--- config.mk ---
export PLATFORM = sky130hd
export DESIGN_NAME = req_encoder_4_2
export DESIGN_NICKNAME = d
export VERILOG_FILES = /design/src/rtl/req_encoder_4_2_pkg.sv /design/src/rtl/req_encoder_4_2_prio_enc_comb.sv /design/src/rtl/req_encoder_4_2.sv
export SDC_FILE = /design/constraint.sdc
export NUM_CORES = 1
export LEC_CHECK = 0
export BUFFER_PORTS_ARGS = -buffer_cell sky130_fd_sc_hd__buf_2
export CORE_AREA = 2 2 39 41
export DETAILED_ROUTE_END_ITERATION = 8
export DIE_AREA = 0 0 41 43
export PLACE_DENSITY = 0.54
export REMOVE_ABC_BUFFERS = 1
export SETUP_SLACK_MARGIN = 0.3
export SLEW_MARGIN = 20
export SYNTH_ARGS = -nofsm -noshare
export SYNTH_HDL_FRONTEND = slang
export SYNTH_HIERARCHICAL = 1
export SYNTH_SLANG_ARGS = --single-unit
--- constraint.sdc ---
create_clock -name clk -period 5.1 [get_ports clk]
set_clock_uncertainty 0.15 [all_clocks]
set_input_delay 0.255 -clock clk [delete_from_list [all_inputs] [get_ports clk]]
set_output_delay 0.255 -clock clk [all_outputs]
set_load 0.01 [all_outputs]
--- src/rtl/req_encoder_4_2_pkg.sv ---
// Shared types and helpers for the request priority encoder:
// FSM state encoding and a highest-set-bit encode function.
package req_encoder_4_2_pkg;

    typedef enum logic {
        IDLE    = 1'b0,
        PRESENT = 1'b1
    } state_t;

    localparam int MAX_N = 16;
    localparam int MAX_W = 4;

    // Later (higher) indices overwrite earlier ones, so the highest set bit wins.
    function automatic logic [MAX_W-1:0] prio_encode(input logic [MAX_N-1:0] vec);
        logic [MAX_W-1:0] r;
        r = '0;
        for (int i = 0; i < MAX_N; i++) begin
            if (vec[i]) r = MAX_W'(i);
        end
        return r;
    endfunction

endpackage

--- src/rtl/req_encoder_4_2_prio_enc_comb.sv ---
// Pure combinational highest-set-bit encoder with an any-bit-set flag.
// Returns index 0 when no bit is set.
module prio_enc_comb
    import req_encoder_4_2_pkg::*;
#(
    parameter int N = 4,
    parameter int W = $clog2(N)
) (
    input  logic [N-1:0] vec,
    output logic [W-1:0] enc,
    output logic         any
);

    always_comb begin
        enc = W'(prio_encode(MAX_N'(vec)));
        any = |vec;
    end

endmodule

--- src/rtl/req_encoder_4_2.sv ---
// Sequential priority encoder: captures request strobes into a pending
// register and hands the highest pending index to one consumer via valid/ready.
module req_encoder_4_2
    import req_encoder_4_2_pkg::*;
#(
    parameter  int N = 4,
    localparam int W = $clog2(N)
) (
    input  logic         clk,
    input  logic         rst,
    input  logic [N-1:0] req,
    input  logic         ready,
    input  logic         clr_ovf,
    output logic [W-1:0] idx,
    output logic         valid,
    output logic [N-1:0] pending,
    output logic         overflow
);

    state_t       state, state_next;
    logic [W-1:0] idx_next;
    logic         valid_next;
    logic [W-1:0] enc;
    logic         any;
    logic [N-1:0] retire_mask;
    logic [N-1:0] pending_next;
    logic         ovf_set;

    prio_enc_comb #(.N(N), .W(W)) u_enc (
        .vec (pending),
        .enc (enc),
        .any (any)
    );

    always_comb begin
        state_next  = state;
        idx_next    = idx;
        valid_next  = valid;
        retire_mask = '0;
        case (state)
            IDLE: begin
                if (any) begin
                    idx_next   = enc;
                    valid_next = 1'b1;
                    state_next = PRESENT;
                end
            end
            PRESENT: begin
                // idx stays frozen here even if a higher line becomes pending.
                if (ready) begin
                    retire_mask = N'(1) << idx;
                    valid_next  = 1'b0;
                    state_next  = IDLE;
                end
            end
            default: state_next = IDLE;
        endcase
    end

    // A fresh request on a line being retired this edge re-arms it, not an overflow.
    assign pending_next = (pending & ~retire_mask) | req;
    assign ovf_set      = |(req & pending & ~retire_mask);

    always_ff @(posedge clk or posedge rst) begin
        if (rst) begin
            state    <= IDLE;
            idx      <= '0;
            valid    <= 1'b0;
            pending  <= '0;
            overflow <= 1'b0;
        end else begin
            state   <= state_next;
            idx     <= idx_next;
            valid   <= valid_next;
            pending <= pending_next;
            if (ovf_set)
                overflow <= 1'b1;
            else if (clr_ovf)
                overflow <= 1'b0;
        end
    end

endmodule

==> out/results.tsv <==
stage	metric	value	unit
worst_setup_path	Crit-path slowest cell	dfrtp_1	
worst_setup_path	CP top delay family	simple AND/OR/NAND/NOR gates	
sta	RSZ-0062 raised after global routing	false	
cells_and_area	fin nets	66	
cells_and_area	fill count	145	
place	GP Congestion	0.646	
sta	Max Clk Rate	0.583	GHz
sta	Slew Viols, Final	0	
clock_network	clk sinks	9	
cells_and_area	n_diodes	0	
logic_synthesis	Synth async-reset ratio	100	%
worst_setup_path	Buf/Inv on CP	0	
place	Port Buf Inserts	15	
logic_synthesis	post-synthesis register bit count	9	
cells_and_area	FF+latch area	225	sq um
run_status	status	completed	
cells_and_area	area of the multi-input gates	169	sq um
sta	max_slew headroom	76.6	%
logic_synthesis	syn avg cell area	11.1	sq um
clock_network	Num CTS Buffers	3	
place	Placed Area	504	sq um
power_and_ir_drop	Peak VDD IR	85.1	uV
sta	share of the cycle needed by the critical path after routing	33.6	%
grt	number of global-route vias before repair	340	
grt	initial antenna violation count	0	
grt	grt total ovfl	0	
worst_setup_path	worst path cell trace	or2_1 -> or3_1 -> nor2b_1 -> mux2_2	
clock_network	clock slew at reported path FFs	0.06	ns
floorplanning	Die Area	1760	sq um
logic_synthesis	cell area after synthesis	409	sq um
clock_network	latest clock arrival within the worst-skew pair	0.26	ns
sta	minimum clock period	1.72	ns
cells_and_area	layout cells sized above 1	36.8	%
route	wire per inst	11.7	um
worst_setup_path	CP Max Fanout	5	
hold_path	Hold Path Class	primary input to flop	
grt	first-pass GRT wire length	1370	um
logic_synthesis	Yosys cell types	20	
power_and_ir_drop	Pleak	0.227	nW
clock_network	H-Tree Depth	1	
clock_network	CTS root buf	clkbuf_4	
floorplanning	I/O Pins	16	
floorplanning	Initial Utilization	29.6	%
cells_and_area	Final Cell Area	541	sq um
route	Routed WL	856	um
logic_synthesis	cell count after synthesis	37	
grt	largest net degree at the start of global routing	10	
clock_network	CTS Buffer Depth	2	
floorplanning	Rows	14	
sta	setup TNS	0	ns
worst_setup_path	Crit. End Element	flop	
logic_synthesis	Synth Flop Type	dfrtp_1	
sta	worst-margin pin slew	0.351	ns
floorplanning	Core ar.	1380	sq um
power_and_ir_drop	PwrDens	298	nW/um^2
worst_setup_path	Req. time, crit path	5.09	ns
clock_network	CTS tree	yes	
route	TritonRoute pass-1 iters	4	
flow_run	total of max-cap violations	0	
floorplanning	Die W	41	um
route	drt drc	0	
cells_and_area	most frequent cells in the layout	15 x buf_2, 9 x dfrtp_1, 4 x inv_1	
route	post-route ant nets	0	
cells_and_area	Layout area overhead	32.1	%
route	DR vias/cell	4.71	
cells_and_area	most common cell after layout, fill and taps aside	buf_2	
worst_setup_path	Arr. time, crit path	1.71	ns
logic_synthesis	register area share after synthesis	55.0	%
clock_network	number of buffers added for setup after CTS	0	
sta	final setup vio count	0	
logic_synthesis	yosys warns	6	
logic_synthesis	Post-synth EDFFs	0	
worst_setup_path	CP startpoint kind	flop	
power_and_ir_drop	total power	161	uW
sta	final hold viol count	0	
worst_setup_path	CP peak stage delay	0.41	ns
place	Detailed Place HPWL	650	um
route	Via Count	344	
route	initial DRC count	5	
grt	GRT Overall Usage	11.6	%
floorplanning	height of the die	43	um
worst_setup_path	critical path class	flop to flop	
==> sequential cells by signal, indices dropped and copies added (netlist names) <==
register	flops
idx	2
overflow	1
pending	4
state	1
valid	1
==> Yosys cell counts (2+ instances only) <==
cell / n / area [sq um]
mux2_2: 2 / 22.5
nand4_1: 2 / 12.5
dfrtp_1: 9 / 225
nand2b_1: 2 / 12.5
a21o_1: 3 / 22.5
inv_1: 4 / 15.0
nand3_1: 2 / 10.0
==> layout make-up <==
cell class	instances	area share (%)
Tap cell	16	3.70
Multi-Input combinational cell	24	31.3
Inverter	4	2.78
Timing Repair Buffer	16	15.7
Sequential cell	9	41.7
Clock buffer	4	4.86
==> metrics by stage <==
step | util [%] | hold slack [ns] | cells | worst slack (ns)
after detailed placement | 36.4 | 0.0988 | 68 | 3.40
after CTS | 39.1 | 0.0422 | 73 | 3.38
after global placement | 36.4 | 0.0960 | 68 | 3.41
final | 39.1 | 0.0456 | 73 | 3.38
after floorplan | - | -0.0671 | 37 | 3.42
after global routing | 39.1 | 0.0398 | 73 | 3.30
==> repair_timing <==
item,in CTS,in global routing
setup endpoints to repair,0,0
hold buffers,1,0
resized for setup,0,0
endpoints found under the hold margin,9,0
==> path summary, 6_finish.rpt <==
kind | from | end | slack, ns | cells after the start
setup / recovery | pending[3] | idx[0] | 3.38 | 4
hold / removal | req[3] | pending[3] | 0.05 | 2
setup reg to reg | pending[3] | idx[0] | 3.38 | 4
hold reg to reg | overflow | overflow | 0.35 | 2
max in group asynchronous | rst | valid | 4.19 | 3
min in group asynchronous | rst | pending[1] | 0.36 | 3
==> metal layers <==
metal	up-vias	track usage (%)	share of wire, %
li1	177	-	-
met1	160	14.5	46
met2	7	17.5	49
met3	0	4.71	5.0
met4	0	4.00	0
met5	-	0	0
==> report_power, final <==
part | leakage [nW] | switching, mW | internal [mW] | total, mW
combinational | 0.125 | 0.0113 | 0.0120 | 0.0233
clock | 0.0150 | 0.0256 | 0.0302 | 0.0558
sequential | 0.0869 | 0.00606 | 0.0761 | 0.0822
==> cells by family after synthesis <==
group / Yosys count / synth area share [%]
compound gates: 10 / 18.0
buf+inv: 4 / 3.67
flops: 9 / 55.0
mux: 2 / 5.50
simple gates: 12 / 17.7
(Power assumes the default switching activity.)
